File: src/rtl/sar_adc_fsm_param.sv
// Successive-approximation ADC controller: sample/fire/wait sequencing per bit,
// optional averaging of 2^OSR_LOG2 conversions and a one-point offset calibration.
module sar_adc_fsm_param #(
  parameter int WIDTH      = 10,
  parameter int OSR_LOG2   = 0,
  parameter int SAMPLE_CYC = 2,
  parameter int TIMEOUT    = 15
) (
  input  logic             clk,
  input  logic             rst,
  input  logic             st_conv,
  input  logic             cal,
  input  logic             comp_done,
  input  logic             comp_result,
  output logic             sample,
  output logic             fire_comp,
  output logic [WIDTH-1:0] dac_value,
  output logic [WIDTH-1:0] result,
  output logic             adc_done,
  output logic             busy,
  output logic             cal_valid,
  output logic             timeout_err
);

  localparam int SUM_W = WIDTH + OSR_LOG2;
  localparam int K_W   = $clog2(WIDTH);
  localparam int REP_W = (OSR_LOG2 > 0) ? OSR_LOG2 : 1;
  localparam int MID   = 1 << (WIDTH - 1);

  localparam logic [REP_W-1:0] REP_LAST    = REP_W'((1 << OSR_LOG2) - 1);
  localparam logic [7:0]       SAMPLE_LAST = 8'(SAMPLE_CYC - 1);
  localparam logic [7:0]       WAIT_LAST   = 8'(TIMEOUT - 1);
  localparam logic [WIDTH-1:0] ONE         = WIDTH'(1);
  localparam logic [K_W-1:0]   K_TOP       = K_W'(WIDTH - 1);

  typedef enum logic [2:0] {
    IDLE,
    SAMPLE,
    FIRE,
    WAIT,
    DONE
  } state_t;

  state_t                  state_reg, state_next;
  logic                    cal_mode_reg, cal_mode_next;
  logic [SUM_W-1:0]        sum_reg, sum_next;
  logic [WIDTH-1:0]        acc_reg, acc_next;
  logic [K_W-1:0]          k_reg, k_next;
  logic [REP_W-1:0]        rep_reg, rep_next;
  logic [7:0]              cnt_reg, cnt_next;
  logic signed [WIDTH:0]   offset_reg, offset_next;

  logic                    sample_reg, sample_next;
  logic                    fire_reg, fire_next;
  logic [WIDTH-1:0]        dac_reg, dac_next;
  logic [WIDTH-1:0]        result_reg, result_next;
  logic                    adc_done_reg, adc_done_next;
  logic                    busy_reg, busy_next;
  logic                    cal_valid_reg, cal_valid_next;
  logic                    timeout_reg, timeout_next;

  // Datapath for the decision cycle: the trial code is kept only on a real "keep" answer.
  logic [WIDTH-1:0]        acc_dec;
  logic [SUM_W-1:0]        sum_new;
  logic [WIDTH-1:0]        raw;
  logic signed [WIDTH:0]   cal_offset;
  logic [WIDTH+1:0]        diff;
  logic [WIDTH-1:0]        corrected;
  logic                    wait_expired;

  assign acc_dec      = (comp_done && comp_result) ? dac_reg : acc_reg;
  assign sum_new      = sum_reg + SUM_W'(acc_dec);
  assign raw          = sum_new[SUM_W-1:OSR_LOG2];
  assign cal_offset   = $signed({1'b0, raw}) - $signed((WIDTH+1)'(MID));
  assign diff         = {2'b00, raw} - {offset_reg[WIDTH], offset_reg};
  // diff spans -(2^(WIDTH-1)-1) .. 3*2^(WIDTH-1)-1, so the top bit is the sign and the next the overflow.
  assign corrected    = diff[WIDTH+1] ? '0 : (diff[WIDTH] ? '1 : diff[WIDTH-1:0]);
  assign wait_expired = (cnt_reg == WAIT_LAST);

  always_ff @(posedge clk or posedge rst) begin
    if (rst) begin
      state_reg     <= IDLE;
      cal_mode_reg  <= 1'b0;
      sum_reg       <= '0;
      acc_reg       <= '0;
      k_reg         <= '0;
      rep_reg       <= '0;
      cnt_reg       <= '0;
      offset_reg    <= '0;
      sample_reg    <= 1'b0;
      fire_reg      <= 1'b0;
      dac_reg       <= '0;
      result_reg    <= '0;
      adc_done_reg  <= 1'b0;
      busy_reg      <= 1'b0;
      cal_valid_reg <= 1'b0;
      timeout_reg   <= 1'b0;
    end else begin
      state_reg     <= state_next;
      cal_mode_reg  <= cal_mode_next;
      sum_reg       <= sum_next;
      acc_reg       <= acc_next;
      k_reg         <= k_next;
      rep_reg       <= rep_next;
      cnt_reg       <= cnt_next;
      offset_reg    <= offset_next;
      sample_reg    <= sample_next;
      fire_reg      <= fire_next;
      dac_reg       <= dac_next;
      result_reg    <= result_next;
      adc_done_reg  <= adc_done_next;
      busy_reg      <= busy_next;
      cal_valid_reg <= cal_valid_next;
      timeout_reg   <= timeout_next;
    end
  end

  always_comb begin
    state_next     = state_reg;
    cal_mode_next  = cal_mode_reg;
    sum_next       = sum_reg;
    acc_next       = acc_reg;
    k_next         = k_reg;
    rep_next       = rep_reg;
    cnt_next       = cnt_reg;
    offset_next    = offset_reg;
    fire_next      = 1'b0;
    dac_next       = dac_reg;
    result_next    = result_reg;
    adc_done_next  = 1'b0;
    cal_valid_next = cal_valid_reg;
    timeout_next   = timeout_reg;

    case (state_reg)
      IDLE: begin
        if (st_conv) begin
          cal_mode_next = cal;
          sum_next      = '0;
          rep_next      = '0;
          cnt_next      = '0;
          dac_next      = '0;
          state_next    = SAMPLE;
        end
      end

      SAMPLE: begin
        if (cnt_reg == SAMPLE_LAST) begin
          acc_next   = '0;
          k_next     = K_TOP;
          dac_next   = ONE << K_TOP;
          fire_next  = 1'b1;
          state_next = FIRE;
        end else begin
          cnt_next = cnt_reg + 8'd1;
        end
      end

      FIRE: begin
        cnt_next   = '0;
        state_next = WAIT;
      end

      WAIT: begin
        if (comp_done || wait_expired) begin
          acc_next = acc_dec;
          if (!comp_done) begin
            timeout_next = 1'b1;
          end
          if (k_reg == '0) begin
            sum_next = sum_new;
            if (rep_reg != REP_LAST) begin
              rep_next   = rep_reg + REP_W'(1);
              cnt_next   = '0;
              dac_next   = '0;
              state_next = SAMPLE;
            end else begin
              adc_done_next = 1'b1;
              state_next    = DONE;
              if (cal_mode_reg) begin
                offset_next    = cal_offset;
                cal_valid_next = 1'b1;
                result_next    = raw;
              end else begin
                result_next = corrected;
              end
            end
          end else begin
            k_next     = k_reg - K_W'(1);
            dac_next   = acc_dec | (ONE << (k_reg - K_W'(1)));
            fire_next  = 1'b1;
            state_next = FIRE;
          end
        end else begin
          cnt_next = cnt_reg + 8'd1;
        end
      end

      DONE: begin
        state_next = IDLE;
      end

      default: begin
        state_next = IDLE;
      end
    endcase

    sample_next = (state_next == SAMPLE);
    busy_next   = (state_next != IDLE);
  end

  assign sample      = sample_reg;
  assign fire_comp   = fire_reg;
  assign dac_value   = dac_reg;
  assign result      = result_reg;
  assign adc_done    = adc_done_reg;
  assign busy        = busy_reg;
  assign cal_valid   = cal_valid_reg;
  assign timeout_err = timeout_reg;

endmodule

File: config.mk
export PLATFORM = sky130hd
export DESIGN_NAME = sar_adc_fsm_param
export DESIGN_NICKNAME = d
export VERILOG_FILES = /design/src/rtl/sar_adc_fsm_param.sv
export SDC_FILE = /design/constraint.sdc
export NUM_CORES = 1
export LEC_CHECK = 0
export ABC_AREA = 0
export CAP_MARGIN = 10
export CORE_UTILIZATION = 50
export CTS_BUF_LIST = sky130_fd_sc_hd__clkbuf_16
export DETAILED_ROUTE_END_ITERATION = 12
export GPL_TIMING_DRIVEN = 0
export PLACE_DENSITY = 0.75
export SLEW_MARGIN = 30
export SYNTH_ARGS = -nofsm -noshare
export SYNTH_HDL_FRONTEND = slang
export SYNTH_SLANG_ARGS = --single-unit
File: constraint.sdc
create_clock -name clk -period 6.4 [get_ports clk]
set_input_delay 1.28 -clock clk [delete_from_list [all_inputs] [get_ports clk]]
set_output_delay 1.28 -clock clk [all_outputs]
set_load 0.005 [all_outputs]
==> results.cfg, run 1 <==
[grt]
grt_pass1_wl_um = 16300
grt_pass1_vias = 3460
grt-ovfl-total = 0
grt_use_total = 0.235
grt_max_degree = 40
antenna_found_initial = 0

[drt]
dr.first_iter.drc_count = 184
via_per_inst = 5.78
ant_nets = 0
wl_per_cell_um = 15.6
drcViolationCount = 0
drt_wl_total_um = 9520
via_count = 3519
drt-pass1-iter-count = 4

[synthesis]
synthTopCellsByArea = dfrtp_1 (42%), ha_1 (8.4%), o21ai_0 (5.5%), nand2_1 (4.0%), xnor2_1 (3.5%)
ys_ff_latch = 72
syn-num-nets = 493
synth_area_um2 = 4310
yosys_warnings = 0
synth_ff_type = dfrtp_1
yosysTopAreaCellShare = 0.418
synth_edf_count = 0
yosysTopAreaCell = dfrtp_1
ys_seq_area_frac = 0.418
postSynthAreaPerCell_um2 = 9.46
syn_inst = 456
async_flop_share = 1.00
synth_cell_types = 60

[timing]
rsz0062_at_grt = no
period_minus_slack_ns = 5.95
final.setup.tns_ns = 0
tightest_slew_ns = 0.904
fin_ws_ns = 0.446
fin_crit_sh = 0.930
whs_ns = 0.471
fmax_mhz = 168
max_slew_margin = 0.397
finalClockSkew_ns = 0.00616
finalHoldViolCount = 0
drv_slew = 0
setup_viol = 0

[worst_setup_path]
crit_path_start = comp_done
path_class = in -> reg
path_max_fanout = 10
worstPathArrival_ns = 6.13
start_kind = input pin
worstPathRequired_ns = 6.57
critPathCaptureType = flop
rr_startpoint = dac_value[0]$_DFFE_PP0P_

[placement]
place_congestion = 0.893
place_area_um2 = 4780
port_buffers = 31
place_hpwl_um = 6740
post-place-cells = 593
dp_slack_ns = -0.0655

[layout]
final_area_um2 = 5120
final_net_count = 536
multiInputGateArea_um2 = 2290
final-seq-area_um2 = 1800
fillers = 679
layout_common_cells = dfrtp_1 (72), o21ai_0 (47), nand2_1 (46), inv_1 (38), clkdlybuf4s50_1 (31)
layout.cells.non_filler = 609
n_antenna_cell = 0
utilization = 0.616
syn2layout_area_growth_pct = 18.7
drive_gt1_frac = 0.0933
layout_commonest_cell = dfrtp_1

[status]
status = finished clean

[clocking]
cts_sinks = 72
ctsResizeCount = 0
postCtsSetupRepairBufs = 0
cts_buffers = 9
clk_path_buf_depth = 2
cts.reportedPaths.clkPinSlew_ns = 0.06
htreeDepth = 3
cts_tree = done
clk_latency_ns = 0.33
postCtsHoldBufs = 0
cts-root-buf = clkbuf_16

[power]
power.density_nw_per_um2 = 393
irDropWorstVdd_uv = 198
p_leak_nw = 2.38
totalPowerFinal_mw = 2.01

[min_path]
hold_path.class = reg -> reg
min-delay-start = timeout_err$_DFFE_PP0P_

[floorplanning]
ios = 32
coreArea_um2 = 8300
die-width_um = 94.9
start_util = 0.520
rows = 33
die_height_um = 94.9
dieArea_um2 = 9000

[job]
maxCapViolCount = 0
[worst paths after layout]
path                                             endpoint  slack [ns]  cells after the start
worst max-delay path                result[3]$_DFFE_PP0P_        0.45                     15
worst min-delay path              timeout_err$_DFFE_PP0P_        0.47                      2
worst max register to register      result[3]$_DFFE_PP0P_        2.09                     13
worst min register to register    timeout_err$_DFFE_PP0P_        0.47                      2
max in group asynchronous        dac_value[2]$_DFFE_PP0P_        4.51                      3
min in group asynchronous       offset_reg[8]$_DFFE_PP0P_        1.33                      2
[layer usage]
metal  part of all wire  routed length [um]  vias to the layer above  GRT usage
li1                   -                   -                     1703          -
met5                  0                   0                        -          0
met4             0.0062                  59                        0     0.0530
met3              0.055                 528                        7     0.0523
met2               0.48                4540                      106      0.399
met1               0.46                4390                     1703      0.304
[power by group]
| part | switching [mW] | leakage [nW] | internal, mW |
|---|---|---|---|
| sequential | 0.0810 | 0.948 | 0.554 |
| combinational | 0.456 | 1.27 | 0.354 |
| clock | 0.186 | 0.167 | 0.378 |
| total | 0.723 | 2.38 | 1.29 |
[synth_stat cells (all sizes together), types with 5 or more instances]
master,count
and3,6
dfrtp,72
a21o,10
nor2b,6
o21ai,50
mux2i,5
xnor2,17
a22oi,5
buf,6
a21oi,26
o211ai,6
nor2,26
clkbuf,10
nor3,7
nand3,13
inv,38
nand2,46
a22o,7
mux2,13
ha,29
[cells by family (layout without fill, tap and decap cells)]
| logic type | Yosys count | after routing | share of synthesized area |
|---|---|---|---|
| DFF | 72 | 72 | 0.418 |
| muxes | 18 | 18 | 0.0464 |
| xor gates and xnor gates | 20 | 20 | 0.0406 |
| adders and majority gates | 31 | 31 | 0.0934 |
| AOI/OAI and AO/OA | 137 | 137 | 0.212 |
| buffers and inverters | 55 | 103 | 0.0517 |
| and+or+nand+nor | 123 | 123 | 0.138 |
[layout make-up]
| cell class | count | share of cell area |
|---|---|---|
| clock inverters | 7 | 0.0218 |
| flip-flops and latches | 72 | 0.352 |
| repair buffers | 32 | 0.0646 |
| plain buffers | 16 | 0.0147 |
| clock buffers | 9 | 0.0440 |
| well taps | 105 | 0.0257 |
| multi-input cells | 329 | 0.448 |
| inverters | 39 | 0.0293 |
[worst max-delay path, stage by stage]
cell and delay, ns:
clkdlybuf4s50_1 0.58, nand2_1 0.30, mux2_2 0.36, ha_1 0.17
inv_1 0.05, fa_1 0.40, o21ai_0 0.43, a31oi_1 0.18
xnor2_1 0.32, ha_1 0.35, a211o_1 0.31, o311a_1 0.38
a21oi_1 0.22, mux2i_2 0.58, o21ai_0 0.21
No activity file was read; power rests on OpenSTA's default activity.
==> inputs of run 2 (changes only) <==
Settings changed: CORE_MARGIN set to 4.
==> run 2 against run 1 <==
Design area is 0.61% lower. Clock skew is 0.0012 ns lower. Combinational power is 0.7% lower. Routed wire length is 1.5% higher. Clock power is 8.7% lower. Global-route usage is 3.0 points lower. First-iteration DRC count is 1.1% lower. Hold slack better by 0.0038 ns. Fmax is 0.22% lower. Setup slack worse by 0.013 ns. Via count is 0.28% lower. Critical endpoint unchanged. Largest power group unchanged.
==> results.cfg, run 2 (synthesis results as in run 1) <==
[floorplanning]
start_util = 0.520
dieArea_um2 = 10200
die-width_um = 101
die_height_um = 101
ios = 32
rows = 33
coreArea_um2 = 8300

[clocking]
cts_tree = done
cts_sinks = 72
postCtsSetupRepairBufs = 0
postCtsHoldBufs = 0
htreeDepth = 3
cts-root-buf = clkbuf_16
cts_buffers = 9
clk_latency_ns = 0.33
ctsResizeCount = 0
cts.reportedPaths.clkPinSlew_ns = 0.05
clk_path_buf_depth = 2

[timing]
fmax_mhz = 168
fin_crit_sh = 0.932
finalHoldViolCount = 0
final.setup.tns_ns = 0
period_minus_slack_ns = 5.97
rsz0062_at_grt = no
drv_slew = 0
setup_viol = 0
finalClockSkew_ns = 0.00495
max_slew_margin = 0.425
tightest_slew_ns = 0.863

[power]
totalPowerFinal_mw = 1.96
power.density_nw_per_um2 = 385
irDropWorstVdd_uv = 212
p_leak_nw = 2.37

[min_path]
hold_depth = 2
hold_path.class = reg -> reg
holdPathEnd = timeout_err$_DFFE_PP0P_
min-delay-start = timeout_err$_DFFE_PP0P_

[worst_setup_path]
worstPathRequired_ns = 6.57
rrSetupSlack_ns = 2.05
crit_family = compound AO/OA/AOI/OAI gates
path_max_fanout = 10
path_buf_inv = 2
slowest_stage = mux2i_2
worstRegToRegCells = 13
rr_startpoint = dac_value[0]$_DFFE_PP0P_
start_kind = input pin
slowest_delay_ns = 0.59
path_class = in -> reg
worstPathCellList = clkdlybuf4s50_1 -> nand2_1 -> mux2_2 -> ha_1 -> inv_1 -> fa_1 -> o21ai_0 -> a31oi_1 -> xnor2_1 -> ha_1 -> a211o_1 -> o311a_1 -> a21oi_1 -> mux2i_2 -> o21ai_0
worstPathArrival_ns = 6.14
rr_endpoint = result[3]$_DFFE_PP0P_
critPathCaptureType = flop

[placement]
place_area_um2 = 4780
port_buffers = 31
place_congestion = 0.901
place_hpwl_um = 6860

[layout]
final_net_count = 536
drive_gt1_frac = 0.0873
final_area_um2 = 5080
layout_commonest_cell = dfrtp_1
n_antenna_cell = 0
final-seq-area_um2 = 1800
syn2layout_area_growth_pct = 17.9
layout_common_cells = dfrtp_1 (72), o21ai_0 (47), nand2_1 (46), inv_1 (40), clkdlybuf4s50_1 (31)
fillers = 687
multiInputGateArea_um2 = 2290

[drt]
ant_nets = 0
wl_per_cell_um = 15.9
route.met3.wl_um = 433
dr.first_iter.drc_count = 182
drt_wl_total_um = 9660
met2_length_um = 4590
highest_layer = met4
wl_met1_um = 4460
via_per_inst = 5.76
via_count = 3509
drt-pass1-iter-count = 5
drcViolationCount = 0

[grt]
antenna_found_initial = 0
grt_use_total = 0.204
grt_pass1_vias = 3489
grt_max_degree = 46
grt_pass1_wl_um = 16700
grt-ovfl-total = 0

[job]
maxCapViolCount = 0

[status]
status = finished clean
[run 2: cell count changes in the layout (fill, tap and decap cells not counted)]
cell / before / now
inv_1: 38 / 40
clkinv_1: 0 / 1
clkinv_2: 3 / 2
bufinv_16: 3 / 2
clkinvlp_4: 1 / 0
[run 2: layout make-up]
| class | count | share of cell area |
|---|---|---|
| flip-flops and latches | 72 | 0.354 |
| multi-input cells | 329 | 0.451 |
| repair buffers | 32 | 0.0650 |
| clock inverters | 7 | 0.0157 |
| plain buffers | 16 | 0.0148 |
| clock buffers | 9 | 0.0443 |
| well taps | 105 | 0.0258 |
| inverters | 39 | 0.0295 |
[run 2: where the power goes]
part	switching (mW)	internal [mW]	total [mW]
combinational	0.450	0.354	0.804
clock	0.180	0.335	0.515
sequential	0.0829	0.554	0.637
[run 2: worst max-delay path by stage]
stage / slack [ns] / from / endpoint / depth (start not counted)
after floorplan: 1.44 / comp_result / result[2]$_DFFE_PP0P_ / 14
after global placement: -0.06 / comp_done / result[4]$_DFFE_PP0P_ / 15
after detailed placement: -0.12 / comp_done / result[3]$_DFFE_PP0P_ / 15
after CTS: 0.21 / comp_done / result[3]$_DFFE_PP0P_ / 15
after global routing: 0.09 / comp_done / result[4]$_DFFE_PP0P_ / 15
final: 0.43 / comp_done / result[3]$_DFFE_PP0P_ / 15
[run 2: routing by layer]
layer / vias up / global-route usage
met2: 101 / 0.326
met3: 16 / 0.0436
met5: - / 0
met4: 0 / 0.0715
met1: 1697 / 0.275
li1: 1695 / -
[run 2: worst register-to-register path: stages (launching register included)]
cell     delay, ns
dfrtp_1       0.38
mux2_2        0.20
ha_1          0.17
inv_1         0.05
fa_1          0.40
o21ai_0       0.46
a31oi_1       0.18
xnor2_1       0.30
ha_1          0.34
a211o_1       0.32
o311a_1       0.39
a21oi_1       0.21
mux2i_2       0.59
o21ai_0       0.21
[run 2: stage by stage]
| step | setup slack [ns] | utilization | hold WS (ns) | cells |
|---|---|---|---|---|
| final | 0.433 | 0.613 | 0.474 | 609 |
| after global routing | 0.0900 | 0.613 | 0.499 | 609 |
| after CTS | 0.210 | 0.612 | 0.475 | 609 |
| after detailed placement | -0.123 | 0.575 | 0.451 | 593 |
| after global placement | -0.0579 | 0.573 | 0.452 | 592 |
| after floorplan | 1.44 | - | 0.444 | 456 |
==> inputs of run 3 (changes only) <==
Settings changed: CELL_PAD_IN_SITES_DETAIL_PLACEMENT set to 1, CELL_PAD_IN_SITES_GLOBAL_PLACEMENT set to 2, CORE_UTILIZATION 50 to 40, PLACE_DENSITY 0.75 to 0.89, RECOVER_POWER set to 100.
==> run 3 against run 2 <==
The flow now finishes with violations (capacitance limit, slew limit). Design area down 0.69%. Combinational power about the same. Sequential share of layout area up 0.25 points. Clock power down 6.8%. Sequential power about the same. Largest power group unchanged. Total power down 2.0%. Routed wire length up 15%. Critical path depth unchanged. Setup slack worse by 0.11 ns.
==> results.cfg, run 3 (synthesis results as in run 1) <==
[min_path]
hold_depth = 2
hold_path.class = reg -> reg

[drt]
wl_per_cell_um = 17.3
via_per_inst = 5.44
drcViolationCount = 0
via_count = 3484
drt-pass1-iter-count = 6
ant_nets = 0
drt_wl_total_um = 11100
dr.first_iter.drc_count = 94

[layout]
drive_gt1_frac = 0.0655
syn2layout_area_growth_pct = 17.1
layout_common_cells = dfrtp_1 (72), o21ai_0 (48), nand2_1 (46), inv_1 (39), ha_1 (29)
layout_commonest_cell = dfrtp_1
final_net_count = 536
n_antenna_cell = 0
fillers = 1227

[job]
maxCapViolCount = 2

[timing]
drv_slew = 75
fin_ws_ns = 0.327
rsz0062_at_grt = no
tightest_slew_ns = 2.12
setup_viol = 0
finalHoldViolCount = 0
fin_crit_sh = 0.949
max_slew_margin = -0.416
finalClockSkew_ns = 0.0111
period_minus_slack_ns = 6.07
fmax_mhz = 165

[grt]
grt_pass1_vias = 3795
grt_pass1_wl_um = 19100
grt_max_degree = 40
met3_usage = 0.0353
grt_util_met1 = 0.244
grt-ovfl-total = 0
grt.busiest_layer = met2
grt_use_total = 0.186
global_route.usage.met2 = 0.310
antenna_found_initial = 0

[placement]
dp_slack_ns = -0.219
port_buffers = 31
place_congestion = 0.830
place_hpwl_um = 8260

[worst_setup_path]
slowest_stage = clkdlybuf4s50_1
path_class = in -> reg
path_max_fanout = 10
path_buf_inv = 2
worstPathArrival_ns = 6.27
start_kind = input pin
worstPathCellList = clkdlybuf4s50_1 -> nand2_1 -> mux2_2 -> ha_1 -> inv_1 -> fa_1 -> o21ai_0 -> a31oi_1 -> xnor2_1 -> ha_1 -> a211o_1 -> o311a_1 -> a21oi_1 -> mux2i_4 -> o21ai_0
worstRegToRegCells = 13
crit_family = compound AO/OA/AOI/OAI gates
critPathCaptureType = flop
worstPathRequired_ns = 6.59
slowest_delay_ns = 0.57
path_depth = 15

[floorplanning]
coreArea_um2 = 10400
die-width_um = 112
ios = 32
start_util = 0.414
dieArea_um2 = 12500
rows = 37
die_height_um = 112

[power]
power.density_nw_per_um2 = 380
power.switching_mw = 0.735
switching_share = 0.384
clockPowerShare = 0.250
p_leak_nw = 2.40
combinationalPowerShare = 0.419
totalPowerFinal_mw = 1.92
pwr-share-seq = 0.331
intPower_mw = 1.18
irDropWorstVdd_uv = 197

[status]
failed_checks = capacitance limit, slew limit
status = complete, but fails checks

[clocking]
htreeDepth = 3
postCtsHoldBufs = 0
clk_latency_ns = 0.33
cts_buffers = 9
cts_sinks = 72
cts-root-buf = clkbuf_16
cts.reportedPaths.clkPinSlew_ns = 0.06
cts_tree = done
clk_path_buf_depth = 2
run 3: repair_timing:
action / in CTS / in global routing
endpoints found under the setup margin: 0 / 10
buffers inserted: 0 / 0
gates resized for setup: 0 / 2
run 3: per-stage QoR:
step	area [um2]	hold WS [ns]	utilization	TNS, ns	std cells
2_1_floorplan	4310	0.444	-	0	456
3_3_place_gp	4790	0.455	0.460	-3.48	623
3_5_place_dp	4820	0.462	0.463	-1.90	624
4_1_cts	5100	0.475	0.489	0	640
5_1_grt	5050	0.496	0.485	0	640
6_report	5050	0.465	0.485	0	640
run 3: routing by layer:
metal / vias up / share of wire
li1: 1703 / -
met2: 53 / 0.48
met1: 1714 / 0.48
met3: 14 / 0.027
met5: - / 0
met4: 0 / 0.013
run 3: path summary, 6_finish.rpt:
path	end	startpoint	slack [ns]
max	result[4]$_DFFE_PP0P_	comp_done	0.33
min	timeout_err$_DFFE_PP0P_	timeout_err$_DFFE_PP0P_	0.46
max reg2reg	result[4]$_DFFE_PP0P_	dac_value[0]$_DFFE_PP0P_	1.97
min reg2reg	timeout_err$_DFFE_PP0P_	timeout_err$_DFFE_PP0P_	0.46
max in group asynchronous	acc_reg[8]$_DFFE_PP0P_	rst	2.03
min in group asynchronous	cal_mode_reg$_DFFE_PP0P_	rst	1.79
run 3: layout make-up:
class / count / area (um2) / area share
sequential: 72 / 1800 / 0.357
clock buffer: 9 / 225 / 0.0446
multi-input combinational: 329 / 2260 / 0.448
buffer: 16 / 72.6 / 0.0144
tap: 136 / 170 / 0.0337
clock inverter: 7 / 55.1 / 0.0109
timing repair buffer: 32 / 314 / 0.0622
inverter: 39 / 149 / 0.0295
run 3: power groups by stage:
stage,Sequential [mW],Clock (mW),Combinational (mW)
2_1_floorplan,0.629,0,0.555
3_3_place_gp,0.641,0,0.803
3_5_place_dp,0.646,0,0.829
4_1_cts,0.640,0.489,0.840
5_1_grt,0.652,0.512,0.905
6_report,0.635,0.480,0.802
run 3: worst reg2reg max path, cell delays in order, from the launching register on:
cell	delay, ns
dfrtp_1	0.38
mux2_2	0.23
ha_1	0.18
inv_1	0.06
fa_1	0.40
o21ai_0	0.44
a31oi_1	0.17
xnor2_1	0.40
ha_1	0.37
a211o_1	0.31
o311a_1	0.39
a21oi_1	0.29
mux2i_4	0.50
o21ai_0	0.17
==> RTL change 1, RTL diff (flow settings as in run 2) <==
Reset style: synchronous (`rst`), changed in one clocked block.
--- a/src/rtl/sar_adc_fsm_param.sv
+++ b/src/rtl/sar_adc_fsm_param.sv
@@ -77,7 +77,7 @@
   assign corrected    = diff[WIDTH+1] ? '0 : (diff[WIDTH] ? '1 : diff[WIDTH-1:0]);
   assign wait_expired = (cnt_reg == WAIT_LAST);
 
-  always_ff @(posedge clk or posedge rst) begin
+  always_ff @(posedge clk) begin
     if (rst) begin
       state_reg     <= IDLE;
       cal_mode_reg  <= 1'b0;
Formal check against the unedited RTL: differs if rst is asserted again (counterexample within 4 cycles, from zero or initial values and one cycle with rst high); with rst held inactive, the same outputs for 10 cycles.
==> RTL change 1 against run 2 <==
Synthesized area fell by 0.26%; cell area fell by 1.4%; sequential cell count did not move; register-to-register slack improved by 60 ps; global-route usage rose by 1.5 points; final cell count rose by 9.4%; setup slack improved by 210 ps; wire length rose by 8.3%; die area fell by 0.24%.
Power is not compared: it rests on default switching activity, and its combinational part moved more than twofold at a synthesized area within 25%.
==> RTL change 1: results (changes against run 2) <==
----------------------------------------------------
[Detailed routing]
  Initial drt markers ... 179 (-1.6%)
  First-pass iteration count of the detailed router ... 5 (unchanged)
  Detail-routed net length per standard cell ... 15.7 microns (-0.93%)
  Ratio of routed vias to standard cells ... 5.77 (+0.17%)

[Synthesis]
  Synthesized area divided by synthesized cell count ... 8.33 sq um (-12%)
  Number of distinct library cells after synthesis ... 62 (+3.3%)
  Mux cell area share after synthesis ... 2.56% (-2.1 points)
  Count of synthesis-stage warnings from yosys ... 0 (unchanged)
  Primary FF master, synth ... sky130_fd_sc_hd__dfxtp_1
  Leading post-synthesis cells by cell area ... sky130_fd_sc_hd__dfxtp_1 (34%), sky130_fd_sc_hd__ha_1 (8.4%), sky130_fd_sc_hd__a21oi_1 (6.2%)
  Sequential area share after synthesis ... 33.5% (-8.3 points)
  Post-synthesis async set-or-reset flop share ... 0% (-100 points)
  Top cells by instance count after synthesis ... sky130_fd_sc_hd__dfxtp_1 (72), sky130_fd_sc_hd__a21oi_1 (53), sky130_fd_sc_hd__nand2_1 (52)
  Synth Area in Compound Gates ... 23.9% (+2.8 points)
  Synth Area in Adders ... 9.37% (+0.024 points)
  Post-synthesis net count ... 553 (+12%)
  Xor/xnor share of the synthesized area ... 5.09% (+1.0 points)

[Final layout]
  Number of cells in the finished layout apart from fillers ... 666 (+9.4%)
  Count of filler cells inserted in the layout ... 718 (+4.5%)
  Most common cell after layout, fill and taps aside ... sky130_fd_sc_hd__dfxtp_1
  Number of nets at the end of the flow ... 593 (+11%)
  Fraction of layout cells with a size suffix above 1 ... 8.02% (-0.71 points)

[Global route]
  Total GRT Usage ... 21.9% (+1.5 points)
  Largest net degree at the start of global routing ... 13 (-72%)
  Global-route wire length before repair ... 17900 microns (+7.5%)
  Number of global-route vias before repair ... 3740 (+7.2%)

[Worst setup path]
  CP Data Arrival Time ... 5950 ps (-190 ps)
  Slowest stage delay, CP ... 760 ps (+170 ps)
  Worst path slowest cell ... sky130_fd_sc_hd__a221oi_1

[Timing]
  Final sum of negative setup slack ... 0 ps (unchanged)
  Slew at the pin closest to its max-slew limit ... 853 ps (-9.89 ps)
  Final clock skew ... 8.39 ps (+3.44 ps)

[Place]
  Quantity of I/O buffers inserted on ports ... 29 (-6.5%)
  Pre-CTS setup slack ... 399 ps (+523 ps)
  RePlAce Congestion ... 0.986 (+9.5%)
  Total placed cells including tap cells ... 650 (+9.6%)
  HPWL after detailed placement ... 7700 microns (+12%)
  Dpl cell area ... 4720 sq um (-1.1%)

[Outcome]
  Status ... completed

----------------------------------------------------
[RTL change 1: power by group through the flow]
stage / clock (mW) / sequential, mW / combinational, mW
floorplan: 0 / 0.472 / 0.0710
global placement: 0 / 0.473 / 0.0971
detailed placement: 0 / 0.473 / 0.0987
CTS: 0.501 / 0.463 / 0.0999
global route: 0.525 / 0.464 / 0.111
finish: 0.494 / 0.463 / 0.101
[RTL change 1: path summary, 6_finish.rpt]
check / start / endpoint / slack [ps] / depth (start not counted)
min: offset_reg[6] / offset_reg[6] / 460 / 2
min reg2reg: offset_reg[6] / offset_reg[6] / 460 / 2
max: comp_result / result[1] / 650 / 15
max reg2reg: acc_reg[6] / result[1] / 2110 / 13
[RTL change 1: layout make-up]
class,count,area [sq um],share of cell area [%]
inverters,37,139,2.77
flip-flops and latches,72,1440,28.7
plain buffers,24,125,2.50
well taps,105,131,2.62
clock buffers,9,225,4.49
clock inverters,7,62.6,1.25
repair buffers,29,290,5.79
multi-input cells,383,2600,51.8
[RTL change 1: layer usage]
layer | vias up | part of all wire, % | GRT usage, %
met2 | 84 | 46 | 34.3
li1 | 1920 | - | -
met3 | 13 | 5.1 | 3.74
met1 | 1827 | 47 | 30.4
met4 | 0 | 1.5 | 7.88
met5 | - | 0 | 0
[RTL change 1: worst min-delay path, stage by stage, from the launching register on]
cell and delay, ps:
sky130_fd_sc_hd__dfxtp_1 310, sky130_fd_sc_hd__nand2_1 50, sky130_fd_sc_hd__a21oi_1 50
[RTL change 1: logic make-up after synthesis]
logic type / count (synthesis)
mux: 11
flops: 72
fa+ha+maj: 31
xor+xnor: 25
compound gates: 148
simple gates: 168
buf+inv: 61
==> RTL change 2, RTL diff (flow settings as in run 2) <==
Without the edit above. Change the parameter `WIDTH` from 10 to 8.
--- a/src/rtl/sar_adc_fsm_param.sv
+++ b/src/rtl/sar_adc_fsm_param.sv
@@ -1,7 +1,7 @@
 // Successive-approximation ADC controller: sample/fire/wait sequencing per bit,
 // optional averaging of 2^OSR_LOG2 conversions and a one-point offset calibration.
 module sar_adc_fsm_param #(
-  parameter int WIDTH      = 10,
+  parameter int WIDTH      = 8,
   parameter int OSR_LOG2   = 0,
   parameter int SAMPLE_CYC = 2,
   parameter int TIMEOUT    = 15
Interface: changed (resized dac_value and result); port bits go from 32 to 28. The function was not compared with the original's and may differ.
==> RTL change 2 against run 2 <==
Non-clock buffer count shrank 9; largest cell class unchanged; largest power group unchanged; sequential cell count shrank 11; cell area shrank 14%; global-route usage grew 0.33 points; power shrank 16%; die area shrank 15%; setup slack gained 56 ps; synthesized area shrank 16%; wire length shrank 16%.
==> RTL change 2: results (changes against run 2) <==
----------------------------------------------------
[Synthesis]
  Post-synthesis net count ... 422 (-14%)
  Sequential area share after synthesis ... 42.2% (+0.43 points)
  Synth Area in Adders ... 9.76% (+0.41 points)
  Xor/xnor share of the synthesized area ... 2.91% (-1.2 points)
  Top cells by instance count after synthesis ... sky130_fd_sc_hd__dfrtp_1 (61), sky130_fd_sc_hd__nand2_1 (39), sky130_fd_sc_hd__inv_1 (34)
  Synthesized area divided by synthesized cell count ... 9.30 sq um (-1.7%)
  Mux cell area share after synthesis ... 5.02% (+0.37 points)
  Number of distinct library cells after synthesis ... 51 (-15%)
  Leading post-synthesis cells by cell area ... sky130_fd_sc_hd__dfrtp_1 (42%), sky130_fd_sc_hd__ha_1 (8.7%), sky130_fd_sc_hd__o21ai_0 (4.2%)
  Synth Area in Compound Gates ... 20.5% (-0.67 points)
  Post-synthesis async set-or-reset flop share ... 100% (unchanged)
  Count of synthesis-stage warnings from yosys ... 0 (unchanged)

[Global route]
  Total GRT Usage ... 20.8% (+0.33 points)
  Largest net degree at the start of global routing ... 40 (-13%)
  Number of global-route vias before repair ... 3012 (-14%)
  Initial antenna violation count ... 0 (unchanged)
  Global-route wire length before repair ... 14200 microns (-15%)

[Outcome]
  Status ... completed

[Timing]
  Final clock skew ... 6.50 ps (+1.55 ps)
  Slew at the pin closest to its max-slew limit ... 846 ps (-16.4 ps)

[Final layout]
  Count of filler cells inserted in the layout ... 578 (-16%)
  Number of cells in the finished layout apart from fillers ... 528 (-13%)
  Number of nets at the end of the flow ... 460 (-14%)
  Fraction of layout cells with a size suffix above 1 ... 6.71% (-2.0 points)

[Detailed routing]
  Detail-routed net length per standard cell ... 15.4 microns (-3.0%)
  Initial drt markers ... 176 (-3.3%)
  Ratio of routed vias to standard cells ... 5.65 (-2.0%)
  First-pass iteration count of the detailed router ... 4 (-1)
  Final ANT Viol Nets ... 0 (unchanged)

[Place]
  HPWL after detailed placement ... 5750 microns (-16%)
  Quantity of I/O buffers inserted on ports ... 26 (-16%)
  Dpl cell area ... 4020 sq um (-16%)
  Total placed cells including tap cells ... 512 (-14%)
  Pre-CTS setup slack ... 268 ps (+392 ps)
  RePlAce Congestion ... 0.864 (-4.1%)

[Power]
  Net Sw Frac ... 35.4% (-1.1 points)
  Leak pwr ... 2.11 nW (-11%)
  Peak ir drop on the vdd network ... 0.272 mV (+28%)

[Clock network]
  Clock-pin transition on the worst setup and hold timing paths ... 50 ps (about the same)
  Worst-case clock buffer depth ... 2 (unchanged)
  Clock latency on the worst-skew pair ... 330 ps (about the same)
  Number of gates resized after CTS ... 0 (unchanged)

[Worst setup path]
  Largest delay share family, worst path ... compound AO/OA/AOI/OAI gates
  Slowest stage delay, CP ... 480 ps (-110 ps)
  Worst path slowest cell ... sky130_fd_sc_hd__a211oi_1
  Largest driver fanout on the critical path ... 8 (-2)

----------------------------------------------------
## RTL change 2: cells by family (layout without fill, tap and decap cells)
kind of cell	count (synthesis)	in the layout
xor+xnor	12	12
flops	61	61
compound gates	118	118
mux	17	17
buf+inv	47	90
fa+ha+maj	27	27
simple gates	107	107
## RTL change 2: per-layer routing
| metal | up-vias | routed length [microns] | global-route usage (%) |
|---|---|---|---|
| met1 | 1450 | 3680 | 26.5 |
| met3 | 11 | 258 | 3.94 |
| met5 | - | 0 | 0 |
| met2 | 57 | 4040 | 34.1 |
| met4 | 0 | 146 | 9.65 |
| li1 | 1463 | - | - |
## RTL change 2: final timing paths
kind                              start  cells past startpoint  slack, ps          to
setup / recovery            comp_result                     21        490   result[7]
hold / removal                cal_valid                      1        460   cal_valid
setup reg to reg           dac_value[0]                     19       2010   result[7]
hold reg to reg               cal_valid                      1        460   cal_valid
max in group asynchronous           rst                      3       4640  acc_reg[3]
min in group asynchronous           rst                      2       1260  cnt_reg[0]
## RTL change 2: cell type report
type,instances,area share (%)
tap,96,2.76
timing repair buffer,27,6.44
clock buffer,9,5.18
multi-input combinational,281,43.9
sequential,61,35.1
buffer,12,1.12
clock inverter,7,2.44
inverter,35,3.08
## RTL change 2: per-stage QoR
stage / hold WS [ps] / utilization [%]
finish: 462 / 63.0
global route: 501 / 63.0
CTS: 467 / 63.0
detailed placement: 455 / 58.2
global placement: 450 / 57.9
floorplan: 449 / -
## RTL change 2: power by group through the flow
stage,Clock [mW],Sequential (mW),Combinational [mW]
final,0.542,0.502,0.593
after global routing,0.571,0.510,0.673
after CTS,0.549,0.501,0.591
after detailed placement,0,0.507,0.580
after global placement,0,0.503,0.563
after floorplan,0,0.496,0.414
